`config.mk`:
```
export PLATFORM = sky130hd
export DESIGN_NAME = p405s_dcu_linewrbuf_flat
export DESIGN_NICKNAME = d
export VERILOG_FILES = /design/src/rtl/p405s_dcu_linewrbuf_if.sv /design/src/rtl/p405s_dcu_linewrbuf.sv /design/src/flat_wrapper.sv
export SDC_FILE = /design/constraint.sdc
export NUM_CORES = 1
export LEC_CHECK = 0
export CAP_MARGIN = 40
export CORE_UTILIZATION = 40
export DETAILED_ROUTE_END_ITERATION = 8
export HOLD_SLACK_MARGIN = 0.02
export PLACE_DENSITY = 0.69
export SLEW_MARGIN = 40
export SYNTH_ARGS = -nofsm -noshare
export SYNTH_HDL_FRONTEND = slang
export SYNTH_SLANG_ARGS = --single-unit
export TNS_END_PERCENT = 5
```
`constraint.sdc`:
```
create_clock -name CB -period 2.65 [get_ports CB]
set_input_delay 0.53 -clock CB [delete_from_list [all_inputs] [get_ports CB]]
set_output_delay 0.53 -clock CB [all_outputs]
set_load 0.05 [all_outputs]
```
`src/rtl/p405s_dcu_linewrbuf_if.sv`:
```
// Fill/store/array-write signal bundle for the DCU line write buffer.
// The master drives fills, stores and acks; the slave returns the array write image.
interface p405s_dcu_linewrbuf_if;
    logic          lineStart;
    logic [28:29]  startWord;
    logic          fillValid;
    logic [0:31]   fillData;
    logic          storeValid;
    logic [28:29]  storeWord;
    logic [0:3]    storeBE;
    logic [0:31]   storeData;
    logic          storeRdy;
    logic          ramWrAck;
    logic          wrReq;
    logic [0:127]  dataIn_A;
    logic [0:15]   p_dataInA;
    logic          busy;

    modport master (
        output lineStart, startWord, fillValid, fillData,
               storeValid, storeWord, storeBE, storeData, ramWrAck,
        input  storeRdy, wrReq, dataIn_A, p_dataInA, busy
    );

    modport slave (
        input  lineStart, startWord, fillValid, fillData,
               storeValid, storeWord, storeBE, storeData, ramWrAck,
        output storeRdy, wrReq, dataIn_A, p_dataInA, busy
    );
endinterface

```
`src/rtl/p405s_dcu_linewrbuf.sv`:
```
// DCU line write buffer: gathers a wrapped 4-word fill, merges stores,
// and holds one inverted-polarity line write with per-byte parity until acked.
//
// state   | meaning
// S_IDLE  | no line open; waits for lineStart
// S_FILL  | accepting fill words (critical word first, wrapping) and store merges
// S_WRITE | line complete and frozen; wrReq held until ramWrAck
module p405s_dcu_linewrbuf (
    input  logic                   CB,
    input  logic                   reset,
    p405s_dcu_linewrbuf_if.slave   bus
);

    typedef enum logic [1:0] {
        S_IDLE  = 2'd0,
        S_FILL  = 2'd1,
        S_WRITE = 2'd2
    } state_t;

    state_t        state_q, state_d;
    logic [0:127]  line_buf_q, line_buf_d;
    logic [0:15]   st_mask_q, st_mask_d;
    logic [1:0]    fill_cnt_q, fill_cnt_d;
    logic [1:0]    start_w_q, start_w_d;
    logic          wr_req_q, wr_req_d;
    logic          busy_q, busy_d;
    logic          store_rdy_q, store_rdy_d;
    logic [1:0]    fill_word;

    always_comb begin
        state_d    = state_q;
        line_buf_d = line_buf_q;
        st_mask_d  = st_mask_q;
        fill_cnt_d = fill_cnt_q;
        start_w_d  = start_w_q;
        fill_word  = start_w_q + fill_cnt_q;

        case (state_q)
            S_IDLE: begin
                if (bus.lineStart) begin
                    line_buf_d = '0;
                    st_mask_d  = '0;
                    fill_cnt_d = '0;
                    start_w_d  = bus.startWord;
                    state_d    = S_FILL;
                end
            end

            S_FILL: begin
                // Store bytes win over fill bytes, both this cycle and sticky via st_mask.
                for (int w = 0; w < 4; w++) begin
                    for (int b = 0; b < 4; b++) begin
                        if (bus.storeValid && (bus.storeWord == 2'(w)) && bus.storeBE[b]) begin
                            line_buf_d[32*w + 8*b +: 8] = bus.storeData[8*b +: 8];
                            st_mask_d[4*w + b]          = 1'b1;
                        end else if (bus.fillValid && (fill_word == 2'(w)) &&
                                     !st_mask_q[4*w + b]) begin
                            line_buf_d[32*w + 8*b +: 8] = bus.fillData[8*b +: 8];
                        end
                    end
                end

                if (bus.fillValid) begin
                    if (fill_cnt_q == 2'd3) begin
                        state_d = S_WRITE;
                    end else begin
                        fill_cnt_d = fill_cnt_q + 2'd1;
                    end
                end
            end

            S_WRITE: begin
                if (bus.ramWrAck) begin
                    state_d = S_IDLE;
                end
            end

            default: begin
                state_d = S_IDLE;
            end
        endcase

        wr_req_d    = (state_d == S_WRITE);
        busy_d      = (state_d != S_IDLE);
        store_rdy_d = (state_d == S_FILL);
    end

    always_ff @(posedge CB) begin
        if (reset) begin
            state_q     <= S_IDLE;
            line_buf_q  <= '0;
            st_mask_q   <= '0;
            fill_cnt_q  <= '0;
            start_w_q   <= '0;
            wr_req_q    <= 1'b0;
            busy_q      <= 1'b0;
            store_rdy_q <= 1'b0;
        end else begin
            state_q     <= state_d;
            line_buf_q  <= line_buf_d;
            st_mask_q   <= st_mask_d;
            fill_cnt_q  <= fill_cnt_d;
            start_w_q   <= start_w_d;
            wr_req_q    <= wr_req_d;
            busy_q      <= busy_d;
            store_rdy_q <= store_rdy_d;
        end
    end

    // The data array stores inverted data but parity is taken over true bytes.
    always_comb begin
        for (int i = 0; i < 16; i++) begin
            bus.p_dataInA[i] = ^line_buf_q[8*i +: 8];
        end
    end

    assign bus.dataIn_A = ~line_buf_q;
    assign bus.wrReq    = wr_req_q;
    assign bus.busy     = busy_q;
    assign bus.storeRdy = store_rdy_q;

endmodule
```
`src/flat_wrapper.sv`:
```
// flat-port wrapper written by rule: the top's interface ports become plain ports
module p405s_dcu_linewrbuf_flat 
  (CB, reset, bus_lineStart, bus_startWord, bus_fillValid, bus_fillData, bus_storeValid, bus_storeWord, bus_storeBE, bus_storeData, bus_ramWrAck, bus_storeRdy, bus_wrReq, bus_dataIn_A, bus_p_dataInA, bus_busy);
  p405s_dcu_linewrbuf_if bus_i ();
  input  logic CB;
  input  logic reset;
  input wire logic [$bits(bus_i.lineStart)-1:0] bus_lineStart;
  input wire logic [$bits(bus_i.startWord)-1:0] bus_startWord;
  input wire logic [$bits(bus_i.fillValid)-1:0] bus_fillValid;
  input wire logic [$bits(bus_i.fillData)-1:0] bus_fillData;
  input wire logic [$bits(bus_i.storeValid)-1:0] bus_storeValid;
  input wire logic [$bits(bus_i.storeWord)-1:0] bus_storeWord;
  input wire logic [$bits(bus_i.storeBE)-1:0] bus_storeBE;
  input wire logic [$bits(bus_i.storeData)-1:0] bus_storeData;
  input wire logic [$bits(bus_i.ramWrAck)-1:0] bus_ramWrAck;
  output wire logic [$bits(bus_i.storeRdy)-1:0] bus_storeRdy;
  output wire logic [$bits(bus_i.wrReq)-1:0] bus_wrReq;
  output wire logic [$bits(bus_i.dataIn_A)-1:0] bus_dataIn_A;
  output wire logic [$bits(bus_i.p_dataInA)-1:0] bus_p_dataInA;
  output wire logic [$bits(bus_i.busy)-1:0] bus_busy;
  assign bus_i.lineStart = bus_lineStart;
  assign bus_i.startWord = bus_startWord;
  assign bus_i.fillValid = bus_fillValid;
  assign bus_i.fillData = bus_fillData;
  assign bus_i.storeValid = bus_storeValid;
  assign bus_i.storeWord = bus_storeWord;
  assign bus_i.storeBE = bus_storeBE;
  assign bus_i.storeData = bus_storeData;
  assign bus_i.ramWrAck = bus_ramWrAck;
  assign bus_storeRdy = bus_i.storeRdy;
  assign bus_wrReq = bus_i.wrReq;
  assign bus_dataIn_A = bus_i.dataIn_A;
  assign bus_p_dataInA = bus_i.p_dataInA;
  assign bus_busy = bus_i.busy;
  p405s_dcu_linewrbuf u_core (.CB(CB), .reset(reset), .bus(bus_i));
endmodule
```
* Word level (Yosys, flattened, before mapping)
Index checks and enable logic that the tools add are counted.
** Cells by class
- Add/sub/neg operators :: 2
- Equal/unequal tests :: 46
- Mux-type cells :: 61
- Bitwise gates (word level) :: 1
- Reductions and logical operators :: 111
** Operator list (count)
- 2-to-1 mux 8 bit :: 32
- one-hot mux 128 bit (2 select lines) :: 1
- 2-to-1 mux 128 bit :: 1
- NOT 128 bit :: 1
- XOR reduction 8 bit :: 16
- AND reduction 3 bit :: 32
- inequality test 3 x 1 -> 1 bit (second input constant) :: 16
- logical AND 1 bit :: 40
- inequality test 2 x 1 -> 1 bit (second input constant) :: 16
- one-hot mux 16 bit (2 select lines) :: 1
- logical NOT 1 bit :: 16
- 2-to-1 mux 1 bit :: 16
- 2-to-1 mux 16 bit :: 1
- == test 2 bit (second input constant) :: 7
- 2-to-1 mux 2 bit :: 7
- == test 2 x 1 -> 1 bit (second input constant) :: 4
- logical NOT 2 bit :: 3
- inequality test 2 bit (second input constant) :: 3
- one-hot mux 2 bit (3 select lines) :: 1
- one-hot mux 2 bit (2 select lines) :: 1
- AND reduction 4 bit :: 1
- nonzero test 2 bit :: 2
- adder 2 x 1 -> 2 bit (second input constant) :: 1
- adder 2 bit :: 1
- AND reduction 2 bit :: 1
** Word-level totals
- Flip-flop bits (word level) :: 153
- Input port bits :: 78
- Output and inout bits :: 147
- Word-level logic and storage cells :: 259

* Depth between registers and ports, before layout
Gate-level depths: netlist of the first run.
- Word-level depth :: 7
- Gate-level depth with buffers :: 6
- Depth with buffers taken out :: 5

* Worst setup path before layout of the first run
OpenSTA, ideal clock, no wires.
- Path kind :: register to output
- Start :: register u_core.line_buf_q[121] (netlist name)
- End :: output bus_p_dataInA[0]
- Arrival :: 1.452 ns
- Required time :: 2.120 ns
- Slack :: 0.668 ns
- Stages on the path, launching flop included :: 4
- Path buffers :: 0
- Path through :: dfxtp_1 -> xor2_1 -> xnor2_1 -> xnor2_1
** Between the ends
- Word-level cells in the longest chain between the ends :: 1
** RTL lines
- start: declaration :: RTL line p405s_dcu_linewrbuf.sv:21 : logic [0:127] line_buf_q, line_buf_d;
- start signal: assignment :: RTL line p405s_dcu_linewrbuf.sv:100 : line_buf_q <= line_buf_d;
- XOR reduction 8 bit :: RTL line p405s_dcu_linewrbuf.sv:113 : bus.p_dataInA[i] = ^line_buf_q[8*i +: 8];
- end: declaration :: RTL line flat_wrapper.sv:19 : output wire logic [$bits(bus_i.p_dataInA)-1:0] bus_p_dataInA;
No other way between the ends.

* Worst setup path after layout of the first run
- Start :: register u_core.line_buf_q[97] (netlist name)
- End :: output bus_p_dataInA[3]
Same word-level chain as after synthesis.

==> results_dict.tcl, run 1 <==
set metrics [dict create \
    dr.pass1.iters 4 \
    dp_hpwl_um 16800 \
    synth_cell_types 32 \
    synth_mux_area_frac 0.164 \
    avgRoutedWirePerCell_um 16.4 \
    fin_crit_sh 0.913 \
    critPathArrivalTime_ns 1.89 \
    syn_nets 904 \
    crit_type "register to primary output" \
    cp-endpoint "bus_p_dataInA[3]" \
    slew_headroom 0.574 \
    fin_tns_setup_ns 0 \
    intPower_w 0.00416 \
    vdd_ir_drop_max_mv 0.394 \
    vias 6651 \
    fill_cells 1808 \
    startpoint_type "register" \
    grt_max_degree 20 \
    synth_area_um2 8100 \
    gp_congestion 0.840 \
    path_buf_inv 1 \
    synth_top_family_by_area "compound AO/OA/AOI/OAI gates" \
    cp.required_ns 2.12 \
    reg2reg_from "u_core.fill_cnt_q[0]" \
    viasPerCell 4.94 \
    grt_setup_unrepaired "no" \
    cts_buffers 17 \
    die-area_um2 20800 \
    cts-root-buf "clkbuf_16" \
    ys_warn_count 0 \
    fmax_mhz 413 \
    clock_latency_ns 0.43 \
    path_delay_family "buffers and inverters" \
    cpMostUsedCell "xnor2_1" \
    drc 0 \
    hold_violations 0 \
    core_area_um2 19700 \
    ant_nets 0 \
    ys_seq_area_frac 0.378 \
    reg2reg_to "u_core.line_buf_q[52]" \
    postPlaceCellArea_um2 10800 \
    crit_start "u_core.line_buf_q[97]" \
    htreeDepth 4 \
    area_growth_pct 40.1 \
    antenna_found_initial 1 \
    maxCapViolCount 0 \
    grt_pass1_vias 6571 \
    power_density_nw_per_um2 525 \
    clkSlewWorstSetupHoldPaths_ns 0.07 \
    tightest_slew_ns 0.635 \
    dieHeight_um 144 \
    r2r_setup_slack_ns 0.68 \
    synth_compound_area_frac 0.196 \
    critPathSlowestCell "dlygate4sd2_1" \
    clkPwrFrac 0.404 \
    synth_fa_ha_area_frac 0.00309 \
    crit_fanout 3 \
    final_common_cell "clkdlybuf4s50_1" \
    period_needed_ns 2.42 \
    grt_usage 0.215 \
    slew_viol_final 0 \
    design_area_um2 11300 \
    synth_xor_area_frac 0.127 \
    synth_seq_cells 153 \
    power.share.sequential 0.403 \
    io_buffers 224 \
    die-width_um 144 \
    p_leak_nw 4.55 \
    syn_inst 824 \
    synth.avg_cell_area_um2 9.83 \
    finClkSkew_ns 0.00826 \
    clock_path_buffers 2 \
    drt-total-wl_um 22000 \
    grt_pass1_wl_um 34700 \
    endpoint_kind "primary output" \
    path_cells "xor2_1 > xnor2_1 > xnor2_1 > dlygate4sd2_1" \
    setup_viol 0 \
    rows 51 \
    layout_common_cells "208 x clkdlybuf4s50_1, 153 x dfxtp_1, 133 x mux2i_1, 128 x o2bb2ai_1, 128 x inv_1" \
    combinationalPowerShare 0.193 \
    hp-class "register to register" \
    cts_tree "yes" \
    synth_simple_gate_area_frac 0.0544 \
    layout-drive-gt1-share 0.0936 \
    num-nets-final 1146 \
    switchingPower_w 0.00180 \
    r2r_cells 5 \
    drt_iter0_drc 270 \
    status "complete, no violations" \
    worstSetupPathDepth 4 \
    grt_overflow 0 \
    p_sw_frac 0.302 \
    max_stage_delay_ns 0.56 \
    pin_count 225 \
    start_util 0.412 \
    cts_sinks 153 \
]
-- synth_stat cells, drive strengths merged --
cell	n	area (um2)
dfxtp	153	3060
mux2i	133	1330
inv	128	480
o2bb2ai	128	1120
xnor2	96	841
nor2	37	139
buf	24	120
o21ai	16	110
o31ai	16	250
xor2	16	140
nand2	14	72.6
a21oi	13	65.1
nand4b	8	70.1
clkbuf	7	26.3
nor3	7	35.0
nand2b	6	37.5
a22oi	4	30.0
nand4	4	25.0
nor3b	3	22.5
ha	2	25.0
or2	2	12.5
and2	1	6.26
and3	1	6.26
nand3b	1	7.51
nor2b	1	6.26
o21bai	1	7.51
xnor3	1	23.8
xor3	1	25.0
-- power groups by stage --
stage                     clock network, W  registers [W]  logic, W
after floorplan                          0        0.00245  0.000729
after global placement                   0        0.00245   0.00118
after detailed placement                 0        0.00245   0.00118
after CTS                          0.00245        0.00240   0.00116
after global routing               0.00254        0.00241   0.00123
final                              0.00241        0.00240   0.00115
-- final cells by class --
cell class | instances | area, um2 | area share
antenna | 1 | 2.50 | 0.000221
clock buffer | 19 | 453 | 0.0399
clock inverter | 13 | 130 | 0.0115
inverter | 128 | 480 | 0.0423
multi-input combinational | 512 | 4430 | 0.391
sequential | 153 | 3060 | 0.270
tap | 265 | 332 | 0.0292
timing repair buffer | 254 | 2450 | 0.216
-- how the worst min path moves through the flow --
stage	cells after the start	slack, ns	from	to
after floorplan	2	0.45	u_core.st_mask_q[4]	u_core.st_mask_q[4]
after global placement	2	0.46	u_core.st_mask_q[5]	u_core.st_mask_q[5]
after detailed placement	2	0.47	u_core.st_mask_q[5]	u_core.st_mask_q[5]
after CTS	2	0.49	u_core.st_mask_q[5]	u_core.st_mask_q[5]
after global routing	1	0.51	u_core.line_buf_q[73]	u_core.line_buf_q[73]
final	2	0.49	u_core.st_mask_q[6]	u_core.st_mask_q[6]
-- metal layers --
| metal | vias to the layer above | global-route usage | routed length, um | part of all wire |
|---|---|---|---|---|
| li1 | 3348 | - | - | - |
| met3 | 18 | 0.0467 | 1230 | 0.056 |
| met5 | - | 0 | 0 | 0 |
| met4 | 0 | 0.0643 | 250 | 0.011 |
| met1 | 3102 | 0.281 | 10400 | 0.47 |
| met2 | 183 | 0.355 | 10200 | 0.46 |
-- timing repair --
item | CTS | global route
pin swaps | 0 | 0
hold buffers | 0 | 0
endpoints found under the setup margin | 12 | 2
setup buffers | 0 | 0
resized for setup | 12 | 2
-- flip-flops by register name (all words and copies together), names as in the netlist --
signal	flops
u_core.bus.busy	1
u_core.bus.storeRdy	1
u_core.bus.wrReq	1
u_core.fill_cnt_q	2
u_core.line_buf_q	128
u_core.st_mask_q	16
u_core.start_w_q	2
u_core.state_q	2
-- per-stage QoR --
step / power [W] / setup WS [ns] / hold slack, ns / std cells / utilization
global placement: 0.00363 / 0.335 / 0.463 / 1312 / 0.548
finish: 0.00596 / 0.231 / 0.488 / 1345 / 0.577
detailed placement: 0.00363 / 0.313 / 0.475 / 1312 / 0.548
global route: 0.00617 / 0.116 / 0.509 / 1344 / 0.577
CTS: 0.00601 / 0.000286 / 0.489 / 1344 / 0.577
floorplan: 0.00317 / 0.668 / 0.455 / 824 / -
-- kinds of logic after synthesis --
group	Yosys count
mux	133
buf+inv	159
simple gates	85
flops	153
fa+ha+maj	2
compound gates	178
xor+xnor	114
-- tightest hold or removal path, delay by kind of cell, from the launching register on --
| kind | cells | cell delay, ns |
|---|---|---|
| flops | 1 | 0.32 |
| simple gates | 1 | 0.07 |
| compound gates | 1 | 0.06 |
Note: power is estimated with default switching activity, not from simulation.
==> inputs of run 2 (changes only) <==
--- a/config.mk
+++ b/config.mk
@@ -5,11 +5,12 @@
 export SDC_FILE = /design/constraint.sdc
 export NUM_CORES = 1
 export LEC_CHECK = 0
+export ABC_AREA = 1
 export CAP_MARGIN = 40
 export CORE_UTILIZATION = 40
 export DETAILED_ROUTE_END_ITERATION = 8
 export HOLD_SLACK_MARGIN = 0.02
-export PLACE_DENSITY = 0.69
+export PLACE_DENSITY = 0.67
 export SLEW_MARGIN = 40
 export SYNTH_ARGS = -nofsm -noshare
 export SYNTH_HDL_FRONTEND = slang
==> run 2 against run 1 <==
  * Sequential power grew 14%
  * Wire length is 20% higher
  * Combinational power grew to 3.4 times the previous value
  * Power rose by 52%
  * Core utilization shrank 3.2 points
  * Critical path depth did not move
  * Critical endpoint is now bus_p_dataInA[7]
  * Largest power group is now combinational cells
==> results_dict.tcl, run 2 <==
set metrics [dict create \
    path_cells "xor2_1 > xnor2_1 > xnor2_1 > dlygate4sd2_1" \
    grt_use_met1 0.286 \
    pin_count 225 \
    crit_type "register to primary output" \
    netlist_top_cells_count "317 x nand2_1, 310 x nor2_1, 190 x inv_1" \
    syn_nets 1547 \
    core_area_um2 22800 \
    reg2reg_to "u_core.line_buf_q[106]" \
    power.share.sequential 0.302 \
    largest_register_ffs 128 \
    critPathSlowestCell "dlygate4sd2_1" \
    postCtsHoldBufs 0 \
    drt_iter0_drc 531 \
    path_delay_family "buffers and inverters" \
    clock_latency_ns 0.42 \
    grt_pass1_vias 8541 \
    layout_common_cells "317 x nand2_1, 310 x nor2_1, 208 x clkdlybuf4s50_1, 189 x inv_1, 153 x dfxtp_1" \
    busiest_layer "met2" \
    viasPerCell 4.67 \
    synth_area_um2 9360 \
    yosys-top-cells-area "dfxtp_1 33%, nand2_1 13%, nor2_1 12%, xnor2_1 9.0%, inv_1 7.6%" \
    synth_edf_count 0 \
    htreeDepth 4 \
    num-nets-final 1749 \
    power.total_w 0.00904 \
    crit_fanout 3 \
    die-area_um2 24000 \
    intPower_w 0.00525 \
    startpoint_type "register" \
    period_needed_ns 2.39 \
    cts-root-buf "clkbuf_16" \
    drc 0 \
    grt_overflow 0 \
    r2r_cells 6 \
    combinationalPowerShare 0.432 \
    rows 55 \
    synth.avg_cell_area_um2 6.38 \
    drt-total-wl_um 26400 \
    synth_ff_type "dfxtp_1" \
    synth_seq_cells 153 \
    p_leak_nw 5.48 \
    ys_seq_area_frac 0.327 \
    grt_pass1_wl_um 42100 \
    hold_depth 2 \
    tightest_slew_ns 0.588 \
    avgRoutedWirePerCell_um 13.2 \
    area_growth_pct 32.6 \
    setup_viol 0 \
    hold_end "u_core.start_w_q[1]" \
    slew_headroom 0.607 \
    vdd_ir_drop_max_mv 0.471 \
    die-width_um 155 \
    layout-drive-gt1-share 0.0571 \
    largest-register "u_core.line_buf_q" \
    start_util 0.411 \
    path_buf_inv 1 \
    synth_cell_types 31 \
    yosysTopAreaCell "dfxtp_1" \
    ys_warn_count 0 \
    grt_setup_unrepaired "no" \
    clkPwrFrac 0.266 \
    reg_top3 "u_core.line_buf_q x128, u_core.st_mask_q x16" \
    yosysMostFrequentCell "nand2_1" \
    cts_tree "yes" \
    hold_violations 0 \
    grt_use_met2 0.367 \
    dr.pass1.iters 5 \
    switchingPower_w 0.00379 \
    status "complete, no violations" \
    slew_viol_final 0 \
    dieHeight_um 155 \
    io_buffers 224 \
    cp.required_ns 2.12 \
    vias 9329 \
    power_density_nw_per_um2 728 \
    yosysTopAreaCellShare 0.327 \
    endpoint_kind "primary output" \
    syn_inst 1467 \
    fin_crit_sh 0.900 \
    gp_congestion 0.897 \
    cts_buffers 17 \
    final_common_cell "nand2_1" \
    cts_sinks 153 \
    max_stage_delay_ns 0.57 \
    dp_hpwl_um 19700 \
    p_sw_frac 0.419 \
    fin_tns_setup_ns 0 \
    reg2reg_from "u_core.state_q[0]" \
    clkSlewWorstSetupHoldPaths_ns 0.06 \
    cpMostUsedCell "xnor2_1" \
    clock_path_buffers 2 \
    antenna_found_initial 0 \
    maxCapViolCount 0 \
    postSynth.asyncResetShare 0 \
    ant_nets 0 \
    min_from "u_core.start_w_q[1]" \
    critPathArrivalTime_ns 1.86 \
    r2r_setup_slack_ns 0.60 \
    grt_max_degree 65 \
    hp-class "register to register" \
    finClkSkew_ns 0.0131 \
    fmax_mhz 419 \
    cts_post_setup_buffers_inserted 0 \
    grt_usage 0.218 \
    use_met3 0.0471 \
]
==> run 2: cell count changes after synthesis, sizes merged, moves of 35 or more <==
cell     delta
inv        +64
nor2      +283
o211ai     +56
o21ai      +60
mux2i     -133
o2bb2ai   -128
a21oi      +80
nand3      +35
nand2     +323
==> run 2: power groups by stage <==
stage / Clock, W / Combinational (W) / Sequential (W)
6_report: 0.00241 / 0.00390 / 0.00273
3_5_place_dp: 0 / 0.00403 / 0.00278
5_1_grt: 0.00255 / 0.00419 / 0.00276
4_1_cts: 0.00245 / 0.00394 / 0.00273
3_3_place_gp: 0 / 0.00401 / 0.00277
2_1_floorplan: 0 / 0.00289 / 0.00273
==> run 2: worst max path at each step <==
stage	startpoint	end	slack (ns)	cells after the start
2_1_floorplan	u_core.line_buf_q[120]	bus_p_dataInA[0]	0.69	3
3_3_place_gp	bus_storeValid	u_core.line_buf_q[67]	0.28	9
3_5_place_dp	bus_storeValid	u_core.line_buf_q[106]	0.19	7
4_1_cts	u_core.line_buf_q[91]	bus_p_dataInA[4]	0.01	4
5_1_grt	u_core.line_buf_q[64]	bus_p_dataInA[7]	0.14	4
6_report	u_core.line_buf_q[64]	bus_p_dataInA[7]	0.26	4
==> run 2: metrics by stage <==
step	instance area, um2	util	std cells	hold WS, ns	setup WS, ns
2_1_floorplan	9360	-	1467	0.444	0.687
3_3_place_gp	11800	0.520	1963	0.466	0.277
3_5_place_dp	11800	0.520	1963	0.474	0.187
4_1_cts	12400	0.545	1995	0.485	0.0103
5_1_grt	12400	0.545	1995	0.510	0.135
6_report	12400	0.545	1996	0.487	0.265
==> run 2: routing by layer <==
| metal | vias to the layer above | wire length (um) |
|---|---|---|
| met5 | - | 0 |
| met4 | 0 | 282 |
| met3 | 21 | 1510 |
| met2 | 251 | 12200 |
| met1 | 4129 | 12300 |
| li1 | 4928 | - |
==> run 2: logic make-up after synthesis <==
| family | after synthesis | synth area share |
|---|---|---|
| adders and majority gates | 2 | 0.00267 |
| DFF | 153 | 0.327 |
| AOI/OAI and AO/OA | 226 | 0.137 |
| and+or+nand+nor | 712 | 0.310 |
| buffers and inverters | 262 | 0.118 |
| xor gates and xnor gates | 112 | 0.105 |
==> run 2: final cells by class <==
type                    count  area, um2
fillers                  2285      10400
multi-input cells        1052       5200
flip-flops and latches    153       3060
repair buffers            252       2460
inverters                 193        726
clock buffers              19        433
well taps                 313        392
clock inverters            13        145
diodes                      1       2.50
==> run 2: repair_timing <==
| action | CTS | global route |
|---|---|---|
| cloned | 0 | 0 |
| gates resized for setup | 12 | 4 |
| endpoints found under the hold margin | 0 | 0 |
| endpoints found under the setup margin | 12 | 4 |
==> run 2: worst min-delay path, stage by stage (launching register included) <==
cell and delay (ns):
dfxtp_1 0.32, inv_1 0.07, a21oi_1 0.06
